## src/rtl/encoder_pkg.sv

```systemverilog
// Shared definitions for the 4-to-2 priority encoder: index type,
// per-request-line index constants and a request-counting helper.
package encoder_pkg;

    // Width of the request vector {d, c, b, a}
    localparam int REQ_W = 4;

    // Encoded index of a request line
    typedef logic [1:0] enc_idx_t;

    // Fixed code for each request line, independent of priority order
    localparam enc_idx_t IDX_A = 2'b00;
    localparam enc_idx_t IDX_B = 2'b01;
    localparam enc_idx_t IDX_C = 2'b10;
    localparam enc_idx_t IDX_D = 2'b11;

    // Number of active request lines; drives the multi-hot flag
    function automatic logic [2:0] req_count(input logic [REQ_W-1:0] req);
        logic [2:0] cnt;
        cnt = 3'd0;
        for (int i = 0; i < REQ_W; i++) begin
            cnt = cnt + {2'b00, req[i]};
        end
        return cnt;
    endfunction

endpackage

```

## src/rtl/encoder_core.sv

```systemverilog
// Combinational core of the priority encoder. Produces the index of the
// highest-priority active line plus valid and multi-hot flags. Priority
// direction is chosen at elaboration time by PRIORITY_HIGH_D.
module encoder_core
    import encoder_pkg::*;
#(
    parameter bit PRIORITY_HIGH_D = 1'b1
) (
    input  logic     a,
    input  logic     b,
    input  logic     c,
    input  logic     d,
    output enc_idx_t idx,
    output logic     valid,
    output logic     multi
);

    logic [REQ_W-1:0] req;

    assign req = {d, c, b, a};

    // Priority selection; with no request active the index falls back to 00
    always_comb begin
        idx = IDX_A;
        if (PRIORITY_HIGH_D) begin
            if (d) begin
                idx = IDX_D;
            end else if (c) begin
                idx = IDX_C;
            end else if (b) begin
                idx = IDX_B;
            end else begin
                idx = IDX_A;
            end
        end else begin
            if (a) begin
                idx = IDX_A;
            end else if (b) begin
                idx = IDX_B;
            end else if (c) begin
                idx = IDX_C;
            end else if (d) begin
                idx = IDX_D;
            end else begin
                idx = IDX_A;
            end
        end
    end

    // Qualifier flags: any request active, and two or more active
    always_comb begin
        valid = |req;
        multi = (req_count(req) >= 3'd2);
    end

endmodule

```

## src/rtl/encoder.sv

```systemverilog
// Top level of the 4-to-2 priority encoder. Wraps the combinational core
// with either a one-cycle output register (REGISTERED=1) or a direct
// bypass (REGISTERED=0), in which case clk, rst_n and en are ignored.
module encoder
    import encoder_pkg::*;
#(
    parameter bit REGISTERED      = 1'b1,
    parameter bit PRIORITY_HIGH_D = 1'b1
) (
    input  logic clk,
    input  logic rst_n,
    input  logic en,
    input  logic a,
    input  logic b,
    input  logic c,
    input  logic d,
    output logic x,
    output logic y,
    output logic valid,
    output logic multi
);

    enc_idx_t core_idx;
    logic     core_valid;
    logic     core_multi;

    encoder_core #(
        .PRIORITY_HIGH_D (PRIORITY_HIGH_D)
    ) u_core (
        .a     (a),
        .b     (b),
        .c     (c),
        .d     (d),
        .idx   (core_idx),
        .valid (core_valid),
        .multi (core_multi)
    );

    if (REGISTERED) begin : g_reg

        enc_idx_t idx_d;
        enc_idx_t idx_q;
        logic     valid_d;
        logic     valid_q;
        logic     multi_d;
        logic     multi_q;

        // Capture the core result when enabled, otherwise hold
        always_comb begin
            idx_d   = idx_q;
            valid_d = valid_q;
            multi_d = multi_q;
            if (en) begin
                idx_d   = core_idx;
                valid_d = core_valid;
                multi_d = core_multi;
            end
        end

        // Output register; reset clears everything immediately so no stale index survives
        always_ff @(posedge clk or negedge rst_n) begin
            if (!rst_n) begin
                idx_q   <= IDX_A;
                valid_q <= 1'b0;
                multi_q <= 1'b0;
            end else begin
                idx_q   <= idx_d;
                valid_q <= valid_d;
                multi_q <= multi_d;
            end
        end

        assign x     = idx_q[1];
        assign y     = idx_q[0];
        assign valid = valid_q;
        assign multi = multi_q;

    end else begin : g_bypass

        // Clock, reset and enable have no role on the bypass path
        logic unused_bypass;
        assign unused_bypass = &{1'b0, clk, rst_n, en};

        assign x     = core_idx[1];
        assign y     = core_idx[0];
        assign valid = core_valid;
        assign multi = core_multi;

    end

endmodule

```

## config.mk

```make
export PLATFORM = sky130hd
export DESIGN_NAME = encoder
export DESIGN_NICKNAME = d
export VERILOG_FILES = /design/src/rtl/encoder_pkg.sv /design/src/rtl/encoder_core.sv /design/src/rtl/encoder.sv
export SDC_FILE = /design/constraint.sdc
export NUM_CORES = 1
export LEC_CHECK = 0
export ABC_AREA = 0
export CELL_PAD_IN_SITES_DETAIL_PLACEMENT = 1
export CELL_PAD_IN_SITES_GLOBAL_PLACEMENT = 2
export CORE_AREA = 2 2 39 41
export CTS_CLUSTER_DIAMETER = 100
export DETAILED_ROUTE_END_ITERATION = 6
export DIE_AREA = 0 0 41 43
export PLACE_DENSITY = 0.57
export SLEW_MARGIN = 20
export SYNTH_ARGS = -nofsm -noshare
export SYNTH_HDL_FRONTEND = slang
export SYNTH_HIERARCHICAL = 1
export SYNTH_SLANG_ARGS = --single-unit
```

## constraint.sdc

```tcl
create_clock -name clk -period 1.6 [get_ports clk]
set_input_delay 0.24 -clock clk [delete_from_list [all_inputs] [get_ports clk]]
set_output_delay 0.24 -clock clk [all_outputs]
set_load 0.01 [all_outputs]
```

Word level (Yosys, flattened, before mapping)
Index checks and enable logic that the tools add are counted. W data, S select, Z words.

Register bits: 4. Latch bits: 0. Bits in writable memories: 0. Bits in read-only memories: 0. Bits of input ports: 7. Output and inout bits: 4. Logic and storage cells: 11. Memories: 0.

Add/sub/neg operators: 3. $mul: 0. Divide/modulo/power cells: 0. $lt $le $gt $ge: 1. Equal/unequal tests: 0. Shift-type cells: 0. Mux-type cells: 3. Bitwise logic cells: 0. Reductions and logical operators: 1.

Operators with widths (number): $add A3 B1 Y3 (2); $mux W2 (2); $reduce_or A4 Y1 (1); $ge A3 B2 Y1 const B (1); $add A1 B1 Y2 (1); $mux W1 (1).

Logic depth before layout (Yosys ltp)
Word-level depth: 4. Mapped depth: 4. Gate-level depth less buffers: 4.

By module
The synthesis kept the hierarchy.

By module, submodules not included: encoder (instances 1, cells an instance 8, area each 145.1 um^2, sequential area each 100.1 um^2); encoder_core (instances 1, cells an instance 10, area each 66.3 um^2, sequential area each 0.0 um^2).

Least setup slack after synthesis
No wires, ideal clock.

Path type: input -> register. Start: in a. End: reg g_reg.multi_q (netlist: multi). Setup time: 0.125 ns. Data arrival time: 1.104 ns. Required time: 1.475 ns. Path slack: 0.372 ns. Stages: 4. Path buffers: 0. Cells stage by stage: inv_1 -> fa_1 -> o21ai_1 -> mux2_2.

Longest elaborated chain between the ends: 4.

RTL lines: start: declaration (RTL line encoder.sv:13) `input logic a,`; $add A1 B1 Y2 (RTL line encoder_pkg.sv:22) `cnt = cnt + {2'b00, req[i]};`; $add A3 B1 Y3 (2 in a row) (RTL line encoder_pkg.sv:22); $ge A3 B2 Y1 (RTL line encoder_core.sv:53) `multi = (req_count(req) >= 3'd2);`; net core_multi (RTL line encoder.sv:25) `logic core_multi;`; end signal: assignment (RTL line encoder.sv:69) `multi_q <= multi_d;`; end: declaration (RTL line encoder.sv:46) `logic multi_q;`.

The timed path passes the listed nets, and every way through them passes these cells. A chain may end at the register's enable or synchronous reset.

Worst setup path after layout
Ends and elaborated chain as after synthesis.

==> results <==
-- cells in the final DEF (no fill, tap or decap), drive strengths merged --
| cell | Yosys | layout |
|---|---|---|
| nand2 | 1 | 1 |
| o21ai | 2 | 2 |
| dfrtp | 4 | 4 |
| fa | 1 | 1 |
| clkbuf | 0 | 3 |
| buf | 0 | 3 |
| clkdlybuf4s50 | 0 | 10 |
| ha | 1 | 1 |
| mux2 | 4 | 4 |
| inv | 4 | 4 |
| nand3 | 1 | 1 |
-- how the worst max path moves through the flow --
stage	startpoint	to	slack, ns	cells past startpoint
after floorplan	a	multi$_DFFE_PN0P_	0.37	4
after global placement	a	multi$_DFFE_PN0P_	-0.14	5
after detailed placement	a	multi$_DFFE_PN0P_	-0.17	5
after CTS	a	multi$_DFFE_PN0P_	0.06	5
after global routing	a	multi$_DFFE_PN0P_	0.01	5
final	a	multi$_DFFE_PN0P_	0.08	5
-- routing by layer --
layer,track usage,vias to the layer above
met5,0,-
met4,0.1000,0
met3,0.01571,3
met2,0.1375,14
met1,0.09804,88
li1,-,89
-- cell families (layout without fill, tap and decap cells) --
logic type	Yosys count	in the layout	synth area share
adders and majority gates	2	2	0.1538
and+or+nand+nor	2	2	0.04138
buffers and inverters	4	20	0.07099
AOI/OAI and AO/OA	2	2	0.04729
DFF	4	4	0.4734
muxes	4	4	0.2130
-- layout make-up --
cell class / instances / area (µm²) / share of cell area
Timing Repair Buffer: 13 / 122.6 / 0.3256
Clock buffer: 3 / 22.52 / 0.05980
Multi-Input combinational cell: 10 / 96.34 / 0.2558
Sequential cell: 4 / 100.1 / 0.2658
Tap cell: 16 / 20.02 / 0.05316
Inverter: 4 / 15.01 / 0.03987
-- stage by stage --
stage / setup WS [ns] / util
after floorplan: 0.3717 / -
after global placement: -0.1429 / 0.2559
after detailed placement: -0.1700 / 0.2559
after CTS: 0.06369 / 0.2722
after global routing: 0.01343 / 0.2722
final: 0.07653 / 0.2722
-- power breakdown --
group	switching, W	total [W]	internal (W)	leakage, nW
clock	0.0000429	0.000127	0.0000840	0.0138
combinational	0.0000280	0.0000752	0.0000472	0.108
sequential	0.00000486	0.000117	0.000112	0.0416
total	0.0000757	0.000319	0.000243	0.163
-- state kept, by name (all words and copies together), names as in the netlist --
name	flops
g_reg.idx_q	2
multi	1
valid	1
-- worst max-delay path, delay by kind of cell --
family	cells	cell delay, ns
fa+ha+maj	1	0.54
buf+inv	2	0.53
compound gates	1	0.07
mux	1	0.26
==> impl_results.md <==
- Yosys reg bits: 4
- Die H: 43 µm
- Port buffer count: 10
- Power, Total: 0.0003187 W
- Setup Skew: 0 ns
- Number of setup buffers added after CTS: 0
- CTS tree: done
- R2R Path Start: multi$_DFFE_PN0P_
- Max-Cap Viols: 0
- Clock latency on the worst-skew pair: 0.24 ns
- Post-synthesis instance total: 18
- TritonCTS buffer count: 3
- TritonRoute pass-1 iters: 2
- Synth top area share: 0.4734
- First-pass GRT wire length: 1048 µm
- Setup TNS Final: 0 ns
- Worst Path Arrival: 1.64 ns
- Async S/R FF share, synth: 1.000
- Worst path cell trace: clkdlybuf4s50_1, inv_1, fa_1, o21ai_1, mux2_2
- Syn Nets: 27
- Starting DRC count in detailed routing: 1
- DR WL/cell: 11.44 µm
- WP data required: 1.72 ns
- Avg Inst Size Synth: 11.75 µm²
- CTS root buffer: clkbuf_4
- Crit path time final: 1.523 ns
- Antenna violations before repair: 0
- Slowest cell on crit path: fa_1
- Worst-path clk slew: 0.04 ns
- Critical Path Fanout Max: 2
- Resized Gates After CTS: 0
- YS warnings: 6
- Vias: 194
- PD cells: 846.2 nW/µm²
- Relative slew slack: 0.8754
- I/O pins: 11
- Detail Route Antenna Nets: 0
- Metal3 WL: 66 µm
- Overall Global Routing Usage: 0.09284
- Status: finished clean
- Hold crit path type: input pin to asynchronous set/reset pin
- DR WL met2: 267 µm
- Synthesized area: 211.5 µm²
- Via density per instance: 3.880
- Total placed cells including tap cells: 47
- Final wirelength: 572 µm
- Non-filler cells, final: 50
- Slowest stage delay, CP: 0.54 ns
- Ranking of synthesized cells by area: dfrtp_1, mux2_2, fa_1, inv_1, ha_1
- Design Area, Final: 376.6 µm²
- Top Layer Used: met4
- Vias in the first global route: 246
- HPWL after DPL: 479.6 µm
- Layout net count: 45
- Starting Density: 0.1528
- Post-synthesis sequential area ratio: 0.4734
- Critical path class: input pin to flop
- Core Region: 1384 µm²
- Slew Limit Fails: 0
- Fin. Hold Viols: 0
- RSZ-0062 raised after global routing: false
- DRC: 0
- Fillcell total: 161
- Lkg Pwr: 0.1632 nW
- Worst Tran Pin Value: 0.1863 ns
- Reg2Reg Depth: 1
- Top post-synthesis cells by count: dfrtp_1, inv_1, mux2_2
- Max VDD drop: 0.3137 mV
- Number of enable flip-flop cells after synthesis: 0
- Layout cells sized above 1: 0.2941
- Clock buffer depth: 2
- P&R area growth vs syn: 78.11%
- Number of antenna diodes: 0
- Top cell type by total area after synthesis: dfrtp_1
- Largest net degree at the start of global routing: 5
- CP startpoint kind: input pin
- Part of the cycle the worst path needs: 0.9522
- CTS Sinks: 4
- Main flop type after synthesis: dfrtp_1
- H-tree depth: 1
- Area of the die: 1763 µm²
- Num rows: 14
- Met1 WL: 210 µm
- Final GP Congestion: 0.5600
- Critical Path Sink Type: flop
- Area after DPL: 354.1 µm²
- Remaining Overflow, GRT: 0
- F_max: 656.4 MHz
- Hold WS: 0.2000 ns
- R2R Setup Slk: 0.85 ns
- CTS hold repair buffers: 0
- Distinct cell type count after synthesis: 9
- R2R Path End: multi$_DFFE_PN0P_
- Setup violations, final: 0
- Horiz. Die Dim: 41 µm
No activity file was read; power rests on OpenSTA's default activity.
